File: config.mk
export PLATFORM = sky130hd
export DESIGN_NAME = hex_scan_driver
export DESIGN_NICKNAME = d
export VERILOG_FILES = /design/src/rtl/display_pkg.sv /design/src/rtl/scan_prescaler.sv /design/src/rtl/hex_scan_driver.sv
export SDC_FILE = /design/constraint.sdc
export NUM_CORES = 1
export LEC_CHECK = 0
export ABC_AREA = 1
export ABC_CLOCK_PERIOD_IN_PS = 3100
export CAP_MARGIN = 20
export CORE_ASPECT_RATIO = 0.5
export CORE_MARGIN = 2
export CORE_UTILIZATION = 56
export CTS_CLUSTER_DIAMETER = 200
export DETAILED_ROUTE_END_ITERATION = 10
export GPL_ROUTABILITY_DRIVEN = 0
export PLACE_DENSITY_LB_ADDON = 0.3
export SKIP_LAST_GASP = 1
export SLEW_MARGIN = 0
export SYNTH_ARGS = -nofsm -noshare
export SYNTH_HDL_FRONTEND = slang
export SYNTH_HIERARCHICAL = 1
export SYNTH_SLANG_ARGS = --single-unit
File: constraint.sdc
create_clock -name clk -period 3.1 [get_ports clk]
set_input_delay 0.31 -clock clk [delete_from_list [all_inputs] [get_ports clk]]
set_output_delay 0.31 -clock clk [all_outputs]
set_load 0.005 [all_outputs]
File: src/rtl/display_pkg.sv
// display_pkg: shared display constants, anode polarity and digit-index width helper
package display_pkg;

    localparam int NDIG_DEF = 8;

    // Anodes and segments are active-low across the display path
    localparam bit SEG_ACTIVE_LOW = 1'b1;
    localparam logic AN_ON = SEG_ACTIVE_LOW ? 1'b0 : 1'b1;
    localparam logic [15:0] AN_OFF = {16{~AN_ON}};

    function automatic int DIGW(input int n);
        return $clog2(n);
    endfunction

endpackage

File: src/rtl/scan_prescaler.sv
// scan_prescaler: divides clk into one enabled tick every DIV cycles, holding while disabled
module scan_prescaler #(
    parameter int DIV = 50000
) (
    input  logic clk,
    input  logic rst_n,
    input  logic en,
    output logic tick
);

    localparam int PW = DIV > 1 ? $clog2(DIV) : 1;

    logic [PW-1:0] presc_q, presc_d;

    assign tick    = en && presc_q == PW'(DIV - 1);
    assign presc_d = tick ? '0 : (en ? presc_q + 1'b1 : presc_q);

    // Prescaler counter, wraps on tick and freezes when disabled
    always_ff @(posedge clk or negedge rst_n) begin
        if (!rst_n) presc_q <= '0;
        else        presc_q <= presc_d;
    end

endmodule

File: src/rtl/hex_scan_driver.sv
// hex_scan_driver: double-buffered multi-digit hex scanner feeding hex7seg with anode drive
module hex_scan_driver
    import display_pkg::*;
#(
    parameter int NDIG     = NDIG_DEF,
    parameter int DIV      = 50000,
    parameter int BLANK_LZ = 1
) (
    input  logic                    clk,
    input  logic                    rst_n,
    input  logic                    en_i,
    input  logic [4*NDIG-1:0]       value_i,
    input  logic                    load_i,
    output logic                    pending_o,
    output logic [3:0]              hex_o,
    output logic [NDIG-1:0]         an_o,
    output logic [DIGW(NDIG)-1:0]   dig_o,
    output logic                    frame_o
);

    localparam int DW = DIGW(NDIG);
    localparam logic [DW-1:0] LAST = DW'(NDIG - 1);

    logic              tick, wrap, blank;
    logic [DW-1:0]     idx_q, idx_d;
    logic [4*NDIG-1:0] disp_q, disp_d, shadow_q, shadow_d;
    logic              pending_q, pending_d;
    logic [NDIG:0]     uz;
    logic [NDIG-1:0]   an_d;
    logic [3:0]        hex_d;

    scan_prescaler #(.DIV(DIV)) u_presc (
        .clk  (clk),
        .rst_n(rst_n),
        .en   (en_i),
        .tick (tick)
    );

    assign wrap      = tick && idx_q == LAST;
    assign pending_o = pending_q;

    // Digit advance and frame-boundary swap; a load on the boundary edge stays pending
    always_comb begin
        idx_d     = tick ? (wrap ? '0 : idx_q + 1'b1) : idx_q;
        disp_d    = (wrap && pending_q) ? shadow_q : disp_q;
        shadow_d  = load_i ? value_i : shadow_q;
        pending_d = load_i || (pending_q && !wrap);
    end

    // Output decode from next-state so outputs move on the same edge as idx
    always_comb begin
        uz       = '0;
        uz[NDIG] = 1'b1;
        hex_d    = '0;
        blank    = 1'b0;
        an_d     = AN_OFF[NDIG-1:0];
        for (int k = NDIG - 1; k >= 0; k--) uz[k] = uz[k+1] && disp_d[4*k +: 4] == 4'h0;
        for (int k = 0; k < NDIG; k++) begin
            if (idx_d == DW'(k)) begin
                hex_d = disp_d[4*k +: 4];
                blank = BLANK_LZ != 0 && k != 0 && uz[k];
            end
        end
        if (en_i && !blank) an_d[idx_d] = AN_ON;
    end

    // State and registered outputs, cleared asynchronously
    always_ff @(posedge clk or negedge rst_n) begin
        if (!rst_n) begin
            idx_q     <= LAST;
            disp_q    <= '0;
            shadow_q  <= '0;
            pending_q <= 1'b0;
            hex_o     <= '0;
            an_o      <= AN_OFF[NDIG-1:0];
            dig_o     <= LAST;
            frame_o   <= 1'b0;
        end else begin
            idx_q     <= idx_d;
            disp_q    <= disp_d;
            shadow_q  <= shadow_d;
            pending_q <= pending_d;
            hex_o     <= hex_d;
            an_o      <= an_d;
            dig_o     <= idx_d;
            frame_o   <= wrap;
        end
    end

endmodule

==> metrics.yaml, run 1 <==
timing:
  slew_viol_final: 0
  clock_skew_ns: 0.00598
  post-route-period-util_pct: 89.6
  min_period_ns: 2.78
  max_freq_ghz: 0.360
  fin_setup_tns_ns: 0
  worst_slack_ns: 0.321
  tightestPinTransition_ns: 0.536
  rsz0062_at_grt: "no"
  setup-violations-final: 0
  slew_headroom_pct: 64.3
  hold_viol: 0
  hold_slack_ns: 0.476
die:
  coreArea_sq_um: 7490
  die_h_microns: 66.8
  dieArea_sq_um: 8650
  start_util_pct: 59.0
  ioPinCount: 53
  die_w_microns: 130
  rows: 22
run_status:
  status: "finished clean"
global_routing:
  grt_pass1_wl_microns: 15400
  antenna_found_initial: 0
  grt_pass1_vias: 3271
  grt_usage_pct: 24.0
  grt_max_degree: 59
  grt_overflow: 0
clocking:
  insertion_delay_ns: 0.35
  cts-root-buf: "clkbuf_16"
  cts_sinks: 97
  cts_htree_levels: 3
  cts_resized: 0
  cts_buffer_depth: 2
  cts_tree: "done"
  clk_pin_slew_ns: 0.07
  cts_buffers: 9
route:
  viasPerCell: 5.09
  via_count: 3478
  drt.antenna.violating_nets: 0
  drc_errors: 0
  post_drt_wl_per_cell_microns: 13.7
  detail_route.first_pass.iterations: 5
  wirelength_microns: 9320
  drt_iter0_markers: 336
power_and_ir_drop:
  intPower_w: 0.00203
  p_total_w: 0.00277
  ir_drop_uv: 313
  p_sw_w: 0.000738
  p_comb_share_pct: 11.5
  p_seq_share_pct: 51.5
  power_frac_clock_pct: 37.1
  p_sw_share_pct: 26.7
  p_per_area_nw_per_um2: 518
  leakage_nw: 2.60
worst_setup_path:
  end_kind: "flop"
  cp-start-kind: "flop"
  crit_path_max_fanout: 49
  worstSetupPathType: "flop to flop"
  required_ns: 3.37
  arrival_ns: 3.05
logic_synthesis:
  synth_fp_nets: 552
  yosys_warnings: 6
  yosysSeqAreaShare_pct: 55.3
  synth.area.top_cells: "dfrtp_1 (49%), nand2_1 (12%), dfstp_2 (6.5%)"
  async_flop_share_pct: 100
  synth_top_area_share_pct: 48.8
  synth_edf_count: 0
  yosys.area.top_type: "dfrtp_1"
  synth_cells: 513
  synthFlopType: "dfrtp_1"
  yosys_register_bits: 97
  avgSynthCellArea_sq_um: 8.60
  synth_area_sq_um: 4410
  yosysUniqueCellTypes: 30
placement:
  pre_cts_slack_ns: 0.175
  portBuffers: 52
  place_hpwl_microns: 6660
min_path:
  hold_class: "input port to async pin"
layout:
  syn_to_final_growth_pct: 21.2
  diodes: 0
  fin_util_pct: 71.5
  drive_gt1_share_pct: 11.7
  layout.nets: 609
run:
  maxCapViolCount: 0
## registers in the layout, summed over array words and instances (netlist names)
signal,flops
disp_q,32
shadow_q,32
u_presc/presc_q,16
an_o,8
hex_o,4
idx_q,3
frame_o,1
pending_o,1
## cells in the mapped netlist (2+ instances only)
cell type / number
buf_4: 2
nor2_2: 4
dfstp_2: 11
o21bai_1: 2
a21oi_1: 10
nor2_1: 44
clkbuf_1: 6
inv_1: 71
dfrtp_1: 86
a22oi_1: 8
ha_1: 3
nand3_1: 27
nor3_1: 4
xor2_1: 3
buf_2: 5
mux2_2: 17
nand2_2: 4
o21ai_1: 5
o21ai_0: 39
nand4_1: 10
nand2_1: 143
## worst max-delay path: stages, from the launching register on
cell and delay, ns:
dfstp_2 0.55, ha_1 0.14, ha_1 0.38, nand3_4 0.46, o21ai_0 0.53, nor2_1 0.09, nand2_1 0.09, a21oi_1 0.04
nand2_1 0.07, nand2_1 0.06, nand2_2 0.16, nand3_1 0.10
## cell usage in the layout (no fill, tap or decap), types with 3 or more instances in the layout
cell,netlist,final
nand3_1,27,27
nand2_2,4,4
clkdlybuf4s50_1,0,51
o21ai_1,5,5
xor2_1,3,3
a22oi_1,8,8
a21oi_1,10,10
ha_1,3,3
o21ai_0,39,39
nor2_2,4,4
inv_1,71,71
clkinvlp_4,0,3
buf_4,2,8
dfstp_2,11,11
dfrtp_1,86,86
nand4_1,10,10
nor3_1,4,4
nor2_1,44,44
clkbuf_16,0,9
mux2_2,17,17
nand2_1,143,143
clkinv_2,0,3
## logic make-up after synthesis
group / after synthesis / share of synthesized area (%)
mux: 17 / 4.34
flops: 97 / 55.3
compound gates: 65 / 8.02
xor+xnor: 3 / 0.595
buf+inv: 87 / 7.74
fa+ha+maj: 3 / 0.850
simple gates: 241 / 23.2
## path summary, 6_finish.rpt
path / depth (start not counted) / endpoint / slack [ns] / startpoint
hold / removal: 2 / u_presc/presc_q[9]$_DFFE_PN0P_ / 0.48 / rst_n
setup reg to reg: 11 / an_o[3]$_DFF_PN1_ / 0.32 / idx_q[1]$_DFF_PN1_
hold reg to reg: 2 / disp_q[0]$_DFF_PN0_ / 0.50 / disp_q[0]$_DFF_PN0_
min in group clk: 2 / disp_q[0]$_DFF_PN0_ / 0.50 / disp_q[0]$_DFF_PN0_
setup / recovery: 11 / an_o[3]$_DFF_PN1_ / 0.32 / idx_q[1]$_DFF_PN1_
max in group asynchronous: 3 / idx_q[0]$_DFF_PN1_ / 1.91 / rst_n
## area by class of cell
cell class	count	area (sq um)
clock buffer	9	225
clock inverter	7	46.3
fill	596	2140
inverter	72	270
multi-input combinational	329	1630
sequential	97	2440
tap	108	135
timing repair buffer	61	601
## metal layers
metal	track usage (%)	part of all wire [%]	vias to the layer above
met2	38.4	46	123
met1	31.7	46	1605
li1	-	-	1734
met4	8.60	1.9	0
met5	0	0	-
met3	6.99	6.6	16
## power by group through the flow
stage	clock (W)	combinational, W	sequential, W
6_report	0.00103	0.000317	0.00143
2_1_floorplan	0	0.000205	0.00143
5_1_grt	0.00111	0.000364	0.00144
3_3_place_gp	0	0.000307	0.00144
4_1_cts	0.00104	0.000321	0.00142
3_5_place_dp	0	0.000316	0.00145
## metrics by stage
stage	instances	area (sq um)
floorplan	513	4410
global placement	666	5070
detailed placement	666	5070
CTS	683	5350
global route	683	5350
finish	683	5350
## what timing repair did
action,in CTS,in global routing
hold endpoints to repair,31,0
buffers inserted,0,0
hold buffers,1,0
setup endpoints to repair,0,0
Power figures use the tool's default switching activity.
==> run 2: changes to the inputs <==
--- a/config.mk
+++ b/config.mk
@@ -16,7 +16,7 @@
 export GPL_ROUTABILITY_DRIVEN = 0
 export PLACE_DENSITY_LB_ADDON = 0.3
 export SKIP_LAST_GASP = 1
-export SLEW_MARGIN = 0
+export SLEW_MARGIN = 20
 export SYNTH_ARGS = -nofsm -noshare
 export SYNTH_HDL_FRONTEND = slang
 export SYNTH_HIERARCHICAL = 1
==> results of run 2 <==
Same layout as run 1: the final DEF is identical, and so are final timing and power.
